[src/rtl/seg_disp_if.sv]
// Bundle between the player control logic and the display arbiter:
// three level requesters in, one granted 4-digit value and enable out.
interface seg_disp_if;
  logic [2:0]  req;
  logic [15:0] req_data0;
  logic [15:0] req_data1;
  logic [15:0] req_data2;
  logic [2:0]  req_blink;
  logic [2:0]  gnt;
  logic [15:0] disp_data;
  logic        disp_en;
  logic        busy;

  modport master (
    output req, req_data0, req_data1, req_data2, req_blink,
    input  gnt, disp_data, disp_en, busy
  );

  modport slave (
    input  req, req_data0, req_data1, req_data2, req_blink,
    output gnt, disp_data, disp_en, busy
  );
endinterface

[src/rtl/seg_disp_arbiter.sv]
// Round-robin sharing of the 4-digit 74HC595 display between three requesters,
// with a minimum dwell per grant and an optional per-requester blink.
module seg_disp_arbiter #(
  parameter int unsigned DWELL_CYC    = 25_000_000,
  parameter int unsigned BLINK_HALF   = 6_250_000,
  parameter logic [15:0] IDLE_PATTERN = 16'h0000
) (
  input logic       clk,
  input logic       rst,
  seg_disp_if.slave bus
);

  localparam int unsigned DW = (DWELL_CYC > 1) ? $clog2(DWELL_CYC) : 1;
  localparam int unsigned BW = (BLINK_HALF > 1) ? $clog2(BLINK_HALF) : 1;
  localparam logic [DW-1:0] DWELL_MAX = DW'(DWELL_CYC - 1);
  localparam logic [BW-1:0] BLINK_MAX = BW'(BLINK_HALF - 1);

  typedef enum logic [1:0] {IDLE, SHOW, LINGER} state_t;

  state_t        state, state_nx;
  logic [1:0]    last, last_nx;      // doubles as the granted index while busy
  logic [DW-1:0] dwell, dwell_nx;
  logic [BW-1:0] blink_cnt, blink_nx;
  logic [15:0]   data_q, data_nx;
  logic          en_q, en_nx;

  logic          g_req, others, expired, grant, to_idle;
  logic [1:0]    nxt;
  logic [2:0]    g_mask;
  logic [15:0]   sel_data;

  function automatic logic [1:0] inc3(input logic [1:0] i);
    return (i == 2'd2) ? 2'd0 : i + 2'd1;
  endfunction

  // First asserted request after l in cyclic order, l itself checked last.
  function automatic logic [1:0] rr_next(input logic [1:0] l, input logic [2:0] r);
    logic [1:0] n1;
    logic [1:0] n2;
    n1 = inc3(l);
    n2 = inc3(n1);
    if (r[n1])      return n1;
    else if (r[n2]) return n2;
    else            return l;
  endfunction

  always_ff @(posedge clk) begin
    if (rst) begin
      state     <= IDLE;
      last      <= 2'd2;
      dwell     <= '0;
      blink_cnt <= '0;
      data_q    <= IDLE_PATTERN;
      en_q      <= 1'b1;
    end else begin
      state     <= state_nx;
      last      <= last_nx;
      dwell     <= dwell_nx;
      blink_cnt <= blink_nx;
      data_q    <= data_nx;
      en_q      <= en_nx;
    end
  end

  always_comb begin
    g_mask = '0;
    g_mask[last] = 1'b1;
    unique case (last)
      2'd0:    sel_data = bus.req_data0;
      2'd1:    sel_data = bus.req_data1;
      default: sel_data = bus.req_data2;
    endcase
  end

  always_comb begin
    g_req    = bus.req[last];
    others   = |(bus.req & ~g_mask);
    expired  = (dwell == DWELL_MAX);
    nxt      = rr_next(last, bus.req);
    state_nx = state;
    last_nx  = last;
    dwell_nx = dwell;
    blink_nx = blink_cnt;
    data_nx  = data_q;
    en_nx    = en_q;
    grant    = 1'b0;
    to_idle  = 1'b0;

    if (state != IDLE) begin
      if (bus.req_blink[last]) begin
        if (blink_cnt == BLINK_MAX) begin
          blink_nx = '0;
          en_nx    = ~en_q;
        end else begin
          blink_nx = blink_cnt + 1'b1;
        end
      end else begin
        blink_nx = '0;
        en_nx    = 1'b1;
      end
    end

    unique case (state)
      IDLE: grant = |bus.req;
      SHOW: begin
        if (g_req) data_nx = sel_data;
        if (expired) begin
          if (others)     grant    = 1'b1;
          else if (g_req) dwell_nx = '0;
          else            to_idle  = 1'b1;
        end else begin
          dwell_nx = dwell + 1'b1;
          if (!g_req) state_nx = LINGER;
        end
      end
      LINGER: begin
        // Expiry takes precedence over a re-assert: treated as released.
        if (expired) begin
          if (others) grant   = 1'b1;
          else        to_idle = 1'b1;
        end else begin
          dwell_nx = dwell + 1'b1;
          if (g_req) state_nx = SHOW;
        end
      end
      default: to_idle = 1'b1;
    endcase

    if (grant) begin
      state_nx = SHOW;
      last_nx  = nxt;
      dwell_nx = '0;
      blink_nx = '0;
      en_nx    = 1'b1;
    end else if (to_idle) begin
      state_nx = IDLE;
      dwell_nx = '0;
      blink_nx = '0;
      en_nx    = 1'b1;
      data_nx  = IDLE_PATTERN;
    end
  end

  always_comb begin
    bus.gnt = '0;
    if (state != IDLE) bus.gnt[last] = 1'b1;
    bus.busy      = (state != IDLE);
    bus.disp_data = data_q;
    bus.disp_en   = en_q;
  end

endmodule

[src/flat_wrapper.sv]
// flat-port wrapper written by rule: the top's interface ports become plain ports
module seg_disp_arbiter_flat 
#(
  parameter int unsigned DWELL_CYC    = 25_000_000,
  parameter int unsigned BLINK_HALF   = 6_250_000,
  parameter logic [15:0] IDLE_PATTERN = 16'h0000
)
  (clk, rst, bus_req, bus_req_data0, bus_req_data1, bus_req_data2, bus_req_blink, bus_gnt, bus_disp_data, bus_disp_en, bus_busy);
  seg_disp_if bus_i ();
  input logic clk;
  input logic rst;
  input wire logic [$bits(bus_i.req)-1:0] bus_req;
  input wire logic [$bits(bus_i.req_data0)-1:0] bus_req_data0;
  input wire logic [$bits(bus_i.req_data1)-1:0] bus_req_data1;
  input wire logic [$bits(bus_i.req_data2)-1:0] bus_req_data2;
  input wire logic [$bits(bus_i.req_blink)-1:0] bus_req_blink;
  output wire logic [$bits(bus_i.gnt)-1:0] bus_gnt;
  output wire logic [$bits(bus_i.disp_data)-1:0] bus_disp_data;
  output wire logic [$bits(bus_i.disp_en)-1:0] bus_disp_en;
  output wire logic [$bits(bus_i.busy)-1:0] bus_busy;
  assign bus_i.req = bus_req;
  assign bus_i.req_data0 = bus_req_data0;
  assign bus_i.req_data1 = bus_req_data1;
  assign bus_i.req_data2 = bus_req_data2;
  assign bus_i.req_blink = bus_req_blink;
  assign bus_gnt = bus_i.gnt;
  assign bus_disp_data = bus_i.disp_data;
  assign bus_disp_en = bus_i.disp_en;
  assign bus_busy = bus_i.busy;
  seg_disp_arbiter #(.DWELL_CYC(DWELL_CYC), .BLINK_HALF(BLINK_HALF), .IDLE_PATTERN(IDLE_PATTERN)) u_core (.clk(clk), .rst(rst), .bus(bus_i));
endmodule
[config.mk]
export PLATFORM = sky130hd
export DESIGN_NAME = seg_disp_arbiter_flat
export DESIGN_NICKNAME = d
export VERILOG_FILES = /design/src/rtl/seg_disp_if.sv /design/src/rtl/seg_disp_arbiter.sv /design/src/flat_wrapper.sv
export SDC_FILE = /design/constraint.sdc
export NUM_CORES = 1
export LEC_CHECK = 0
export BUFFER_PORTS_ARGS = -buffer_cell sky130_fd_sc_hd__buf_2
export CAP_MARGIN = 20
export CORE_AREA = 2 2 102 74
export DETAILED_ROUTE_END_ITERATION = 8
export DIE_AREA = 0 0 104 76
export PLACE_DENSITY = 0.89
export SLEW_MARGIN = 20
export SYNTH_ARGS = -nofsm -noshare
export SYNTH_HDL_FRONTEND = slang
export SYNTH_SLANG_ARGS = --single-unit
[constraint.sdc]
create_clock -name clk -period 2.5 [get_ports clk]
set_clock_uncertainty 0.05 [all_clocks]
set_input_delay 0.125 -clock clk [delete_from_list [all_inputs] [get_ports clk]]
set_output_delay 0.125 -clock clk [all_outputs]
set_load 0.01 [all_outputs]
-- Word-level counts from Yosys, hierarchy flattened
Cells that the tools add are included.
- add/sub/neg operators: 4
- magnitude comparators: 4
- eq/ne operators: 18
- muxes and demuxes: 45
- bitwise gates (word level): 3
- reductions and logical operators: 16
- operators with widths (operator ; number):
    $mux W25 ; 4
    $mux W16 ; 4
    $pmux W25 S2 ; 1
    $mux W23 ; 2
    $pmux W16 S2 ; 1
    $add A25 B1 Y25 const B ; 1
    $eq A25 B25 Y1 const B ; 1
    $add A23 B1 Y23 const B ; 1
    $eq A23 B23 Y1 const B ; 1
    $mux W1 ; 16
    $mux W2 ; 8
    $ne A4 B4 Y1 const B ; 3
    $reduce_and A5 Y1 ; 2
    $lt A2 B3 Y1 const B ; 3
    $reduce_or A3 Y1 ; 3
    $bmux W1 S2 ; 4
    $ne A2 B2 Y1 const B ; 4
    $eq A2 B2 Y1 const B ; 3
    $reduce_bool A2 Y1 ; 3
    $add A2 B1 Y2 const B ; 2
    $eq A2 B1 Y1 const B ; 2
    $logic_not A2 Y1 ; 2
    $ne A4 B1 Y1 const B ; 1
    $pmux W2 S2 ; 1
    other kinds (16) ; 17
- register bits after elaboration: 69
- bits of input ports: 56
- output and inout bits: 21
- logic and storage cells: 97

-- Depth between registers and ports, before layout
- word-level depth: 12
- mapped depth: 9
- mapped depth without buffers: 8

-- Least setup slack after synthesis
Ideal clock, no wire load.
- path type: register -> register
- start point: reg u_core.state[0]
- end point: reg u_core.dwell[24]
- library setup time: 0.071 ns
- arrival time: 2.120 ns
- required time: 2.379 ns
- setup slack: 0.259 ns
- stages on the path, launching flop included: 9
- buffers on the path: 1
- path through: dfxtp_1 -> inv_1 -> ha_1 -> clkbuf_1 -> nand2_1 -> nor3_1 -> nand4_1 -> or3_1 -> a21oi_1
- cells in the longest elaborated chain, start to end: 4
- RTL lines (element ; line ; source):
    start, declared ; seg_disp_arbiter.sv:20 ; state_t state, state_nx;
    start signal, assigned ; seg_disp_arbiter.sv:56 ; state <= state_nx;
    $eq A2 B1 Y1 or $eq A2 B2 Y1 (tied branches) ; seg_disp_arbiter.sv:103 ; unique case (state)
    $reduce_or A2 Y1 (no source line) ; n/a ;
    $pmux W1 S2 ; seg_disp_arbiter.sv:103 ;
    $reduce_or A3 Y1 (no source line) ; n/a ;
    end signal, assigned ; seg_disp_arbiter.sv:58 ; dwell <= dwell_nx;
    end, declared ; seg_disp_arbiter.sv:22 ; logic [DW-1:0] dwell, dwell_nx;
Several ways; a longest one is shown, not always the timed one.
A chain may end at the register's enable or synchronous reset.

-- Worst setup path in the final report
- start point: reg u_core.state[0]
- end point: reg u_core.blink_cnt[0]
- cells in the longest elaborated chain, start to end: 4
- RTL lines (element ; line ; source):
    $eq A2 B1 Y1 or $eq A2 B2 Y1 (tied branches) ; seg_disp_arbiter.sv:103 ;
    $reduce_or A2 Y1 (no source line) ; n/a ;
    $pmux W1 S2 ; seg_disp_arbiter.sv:103 ;
    $reduce_or A3 Y1 (no source line) ; n/a ;
    end signal, assigned ; seg_disp_arbiter.sv:59 ; blink_cnt <= blink_nx;
    end, declared ; seg_disp_arbiter.sv:23 ; logic [BW-1:0] blink_cnt, blink_nx;
Several ways; a longest one is shown, not always the timed one.

==> summary.md <==
| Metric | Value |
|---|---|
| Yosys top cell area share | `a little under two fifths` |
| Worst EP arrival | `about 2.6 ns` |
| Commonest cells after routing, fill and taps aside | `nor2_1 (78), buf_2 (76), dfxtp_1 (68), a21oi_1 (50), nand2_1 (23)` |
| Root Driver | `clkbuf_8` |
| Post-Route WL | `9028 um` |
| Quantity of I/O buffers inserted on ports | `between 70 and 80` |
| Crit path launch | `u_core.state[0]$_SDFFE_PP0P_` |
| Most common cell after layout, fill and taps aside | `nor2_1` |
| F_max | `0.4239 GHz` |
| Vias per std cell | `5.513` |
| GPL Wtd Cong | `between 0.8 and 0.9` |
| Top cells by area, synth | `dfxtp_1 (37%), nor2_1 (7.9%), a21oi_1 (6.7%), mux2i_1 (5.4%), xor2_1 (3.8%)` |
| Critical path class | `reg2reg` |
| CTS Buf Count | `9` |
| Routed via count | `3545` |
| Fin worst setup slack | `~0.14 ns` |
| Area Overhead vs Synth | `19.43%` |
| Full die area | `roughly 0.008 mm^2` |
| Outcome | `completed` |
| Crit Path Max Fanout | `22` |
| Setup-failing EPs final | `0` |
| Die Span Y | `76 um` |
| Yosys top cell by area | `dfxtp_1` |
| Fin. max-slew vios | `0` |
| Die W | `104 um` |
| Final ANT Viol Nets | `0` |
| Clock buffer depth | `2` |
| CTS sink count | `between 60 and 70` |
| Synthesized cell area | `around 0.0037 mm^2` |
| Yosys cell types | `51` |
| Largest net degree at the start of global routing | `34` |
| Final Critical Period | `~2.4 ns` |
| DR DRC count | `0` |
| Remaining global-route overflow | `0` |
| Worst hold margin | `0.02709 ns` |
| Total core area | `around 0.0070 mm^2` |
| Overall Power | `between 3 and 4 mW` |
| Power density cells | `about 790 mW/mm^2` |
| DR pass1 iterations | `5` |
| Static Leakage | `about 1.7 nW` |
| Initial DRC count | `between 200 and 300` |
| Nets | `between 600 and 700` |
| Startpoint Class | `register` |
| CP endpoint kind | `register` |
| Top-Level Pins | `between 70 and 80` |
| Pre-CTS setup slack | `0.1662 ns` |
| Synthesized instance count | `about 460` |
| Slew HR | `60.89%` |
| WP data required | `roughly 2.7 ns` |
| Post-Syn Nets | `approximately 520` |
| Std cell rows | `26` |
| # Max-Cap Violations | `0` |
| Cell Area, Placed | `0.004209 mm^2` |
| Clk Latency, worst-skew pair | `0.35 ns` |
| Sequential cell area fraction in the yosys report | `a little under two fifths` |
| Synth Warn # | `0` |
| Post-CTS Setup Inserts | `0` |
| Reg2reg setup slack | `between 0.1 and 0.15 ns` |
| Depth of the most critical reg-to-reg path | `8` |
| Worst slew pin tran | `a little under 0.6 ns` |
| # H-tree levels | `3` |
| R2r endpoint | `u_core.blink_cnt[0]$_SDFFE_PP0N_` |
| TritonCTS clock tree | `done` |
| Vias in the first global route | `3354` |
| Reg clk slew, reported paths | `0.07 ns` |
| Reg-to-Reg Start | `u_core.state[0]$_SDFFE_PP0P_` |
| Wirelength per Cell | `14.04 um` |
| Worst hold start | `rst` |
| Worst min-delay path class | `in2reg` |
| Share of layout cells above drive strength 1 | `between 20% and 30%` |
| Syn Area/Cell | `a little over 8 um^2` |
| Setup TNS | `0 ns` |
| Initial core utilization | `between 50% and 60%` |
| Period utilisation layout | `around 94%` |
| DP Wirelength | `6545 um` |
| Worst Setup EP | `u_core.blink_cnt[0]$_SDFFE_PP0N_` |
| Final hold vios | `0` |
| Final instance area | `0.004431 mm^2` |
| Gr usage total | `roughly 23%` |
| Yosys reg bits | `a little under 70` |
| Antenna fix cells | `0` |
| Maximum VDD drop | `approximately 0.65 mV` |
| Initial antenna violation count | `0` |
| First-pass GRT wire length | `~15000 um` |
-- through the flow --
step	util [%]	std cells
after detailed placement	59.90	627
after global routing	63.05	643
final	63.05	643
after CTS	62.64	643
after floorplan	-	461
after global placement	59.90	627
-- power by group --
group          switching [mW]  leakage, nW  internal, mW  total (mW)
sequential             0.0783        0.558          1.18        1.26
clock                   0.408       0.0964         0.485       0.894
combinational           0.825         1.00         0.503        1.33
total                    1.31         1.66          2.17        3.48
-- per-layer routing --
metal  GRT usage, %  share of wire, %  routed length [um]  vias to the layer above
met5              0                 0                   0                        -
met4          6.216               1.5                 131                        0
met3          5.817               5.4                 487                       13
met2          38.49                49                4397                      100
met1          29.83                44                4013                     1668
li1               -                 -                   -                     1764
-- repair_timing --
action	CTS	global route
gates resized for setup	0	6
endpoints found under the setup margin	0	29
hold buffers	0	0
-- worst max-delay path: stages, from the launching register on --
cell,delay [ns]
dfxtp_1,0.39
inv_1,0.08
ha_1,0.29
and2_1,0.18
or4_1,0.58
a31oi_4,0.23
o21ai_2,0.08
buf_4,0.25
nor2_2,0.16
-- synthesized netlist by cell type, drive strengths merged --
library cell	instances
nand4	11
nand3b	1
nor2	98
mux2i	20
a21oi	50
nor4bb	1
o31ai	1
o21a	2
buf	9
clkbuf	13
and2	3
nand4b	2
a31oi	5
a2111oi	1
or3	17
inv	14
or2	2
a31o	3
o22ai	1
or3b	1
xnor2	14
nor3b	1
nor4	6
a2bb2oi	2
nand3	13
nor3	9
nor2b	3
nand2b	1
xor2	16
o211ai	4
ha	6
and3	5
and4	3
o31a	1
a211oi	2
nor4b	1
dfxtp	69
nand2	23
o21ai	21
or4bb	1
or4	5
-- kinds of logic after synthesis --
logic type	after synthesis	share of synthesized area (%)
AO/OA/AOI/OAI	93	14.71
XOR/XNOR	30	7.083
adder cells (fa/ha/maj)	6	2.024
buffers and inverters	36	4.351
flip-flops	69	37.23
multiplexers	20	5.396
AND/OR/NAND/NOR	207	29.21
-- sequential cells by signal, summed over array words and instances (netlist names) --
name                  flops
u_core.bus.disp_en        1
u_core.bus.disp_data     16
u_core.dwell             25
u_core.blink_cnt         23
u_core.last               2
u_core.state              2
-- layout make-up --
cell class                      instances  area, um^2
Tap cell                               98       122.6
Timing Repair Buffer                   90       485.5
Clock buffer                           12       145.1
Inverter                               14       52.55
Clock inverter                          4       47.55
Fill cell                             610        2596
Multi-Input combinational cell        356        2195
Sequential cell                        69        1383
-- worst min-delay path by stage --
| stage | end | slack [ns] | cells past startpoint |
|---|---|---|---|
| after CTS | u_core.last[1]$_SDFFE_PP1P_ | 0.005 | 3 |
| after detailed placement | u_core.last[1]$_SDFFE_PP1P_ | 0.37 | 3 |
| final | u_core.last[1]$_SDFFE_PP1P_ | 0.03 | 3 |
| after global routing | u_core.last[1]$_SDFFE_PP1P_ | 0.03 | 3 |
| after floorplan | u_core.last[0]$_SDFFE_PP0P_ | 0.22 | 2 |
| after global placement | u_core.last[1]$_SDFFE_PP1P_ | 0.35 | 3 |
Power figures use the tool's default switching activity.
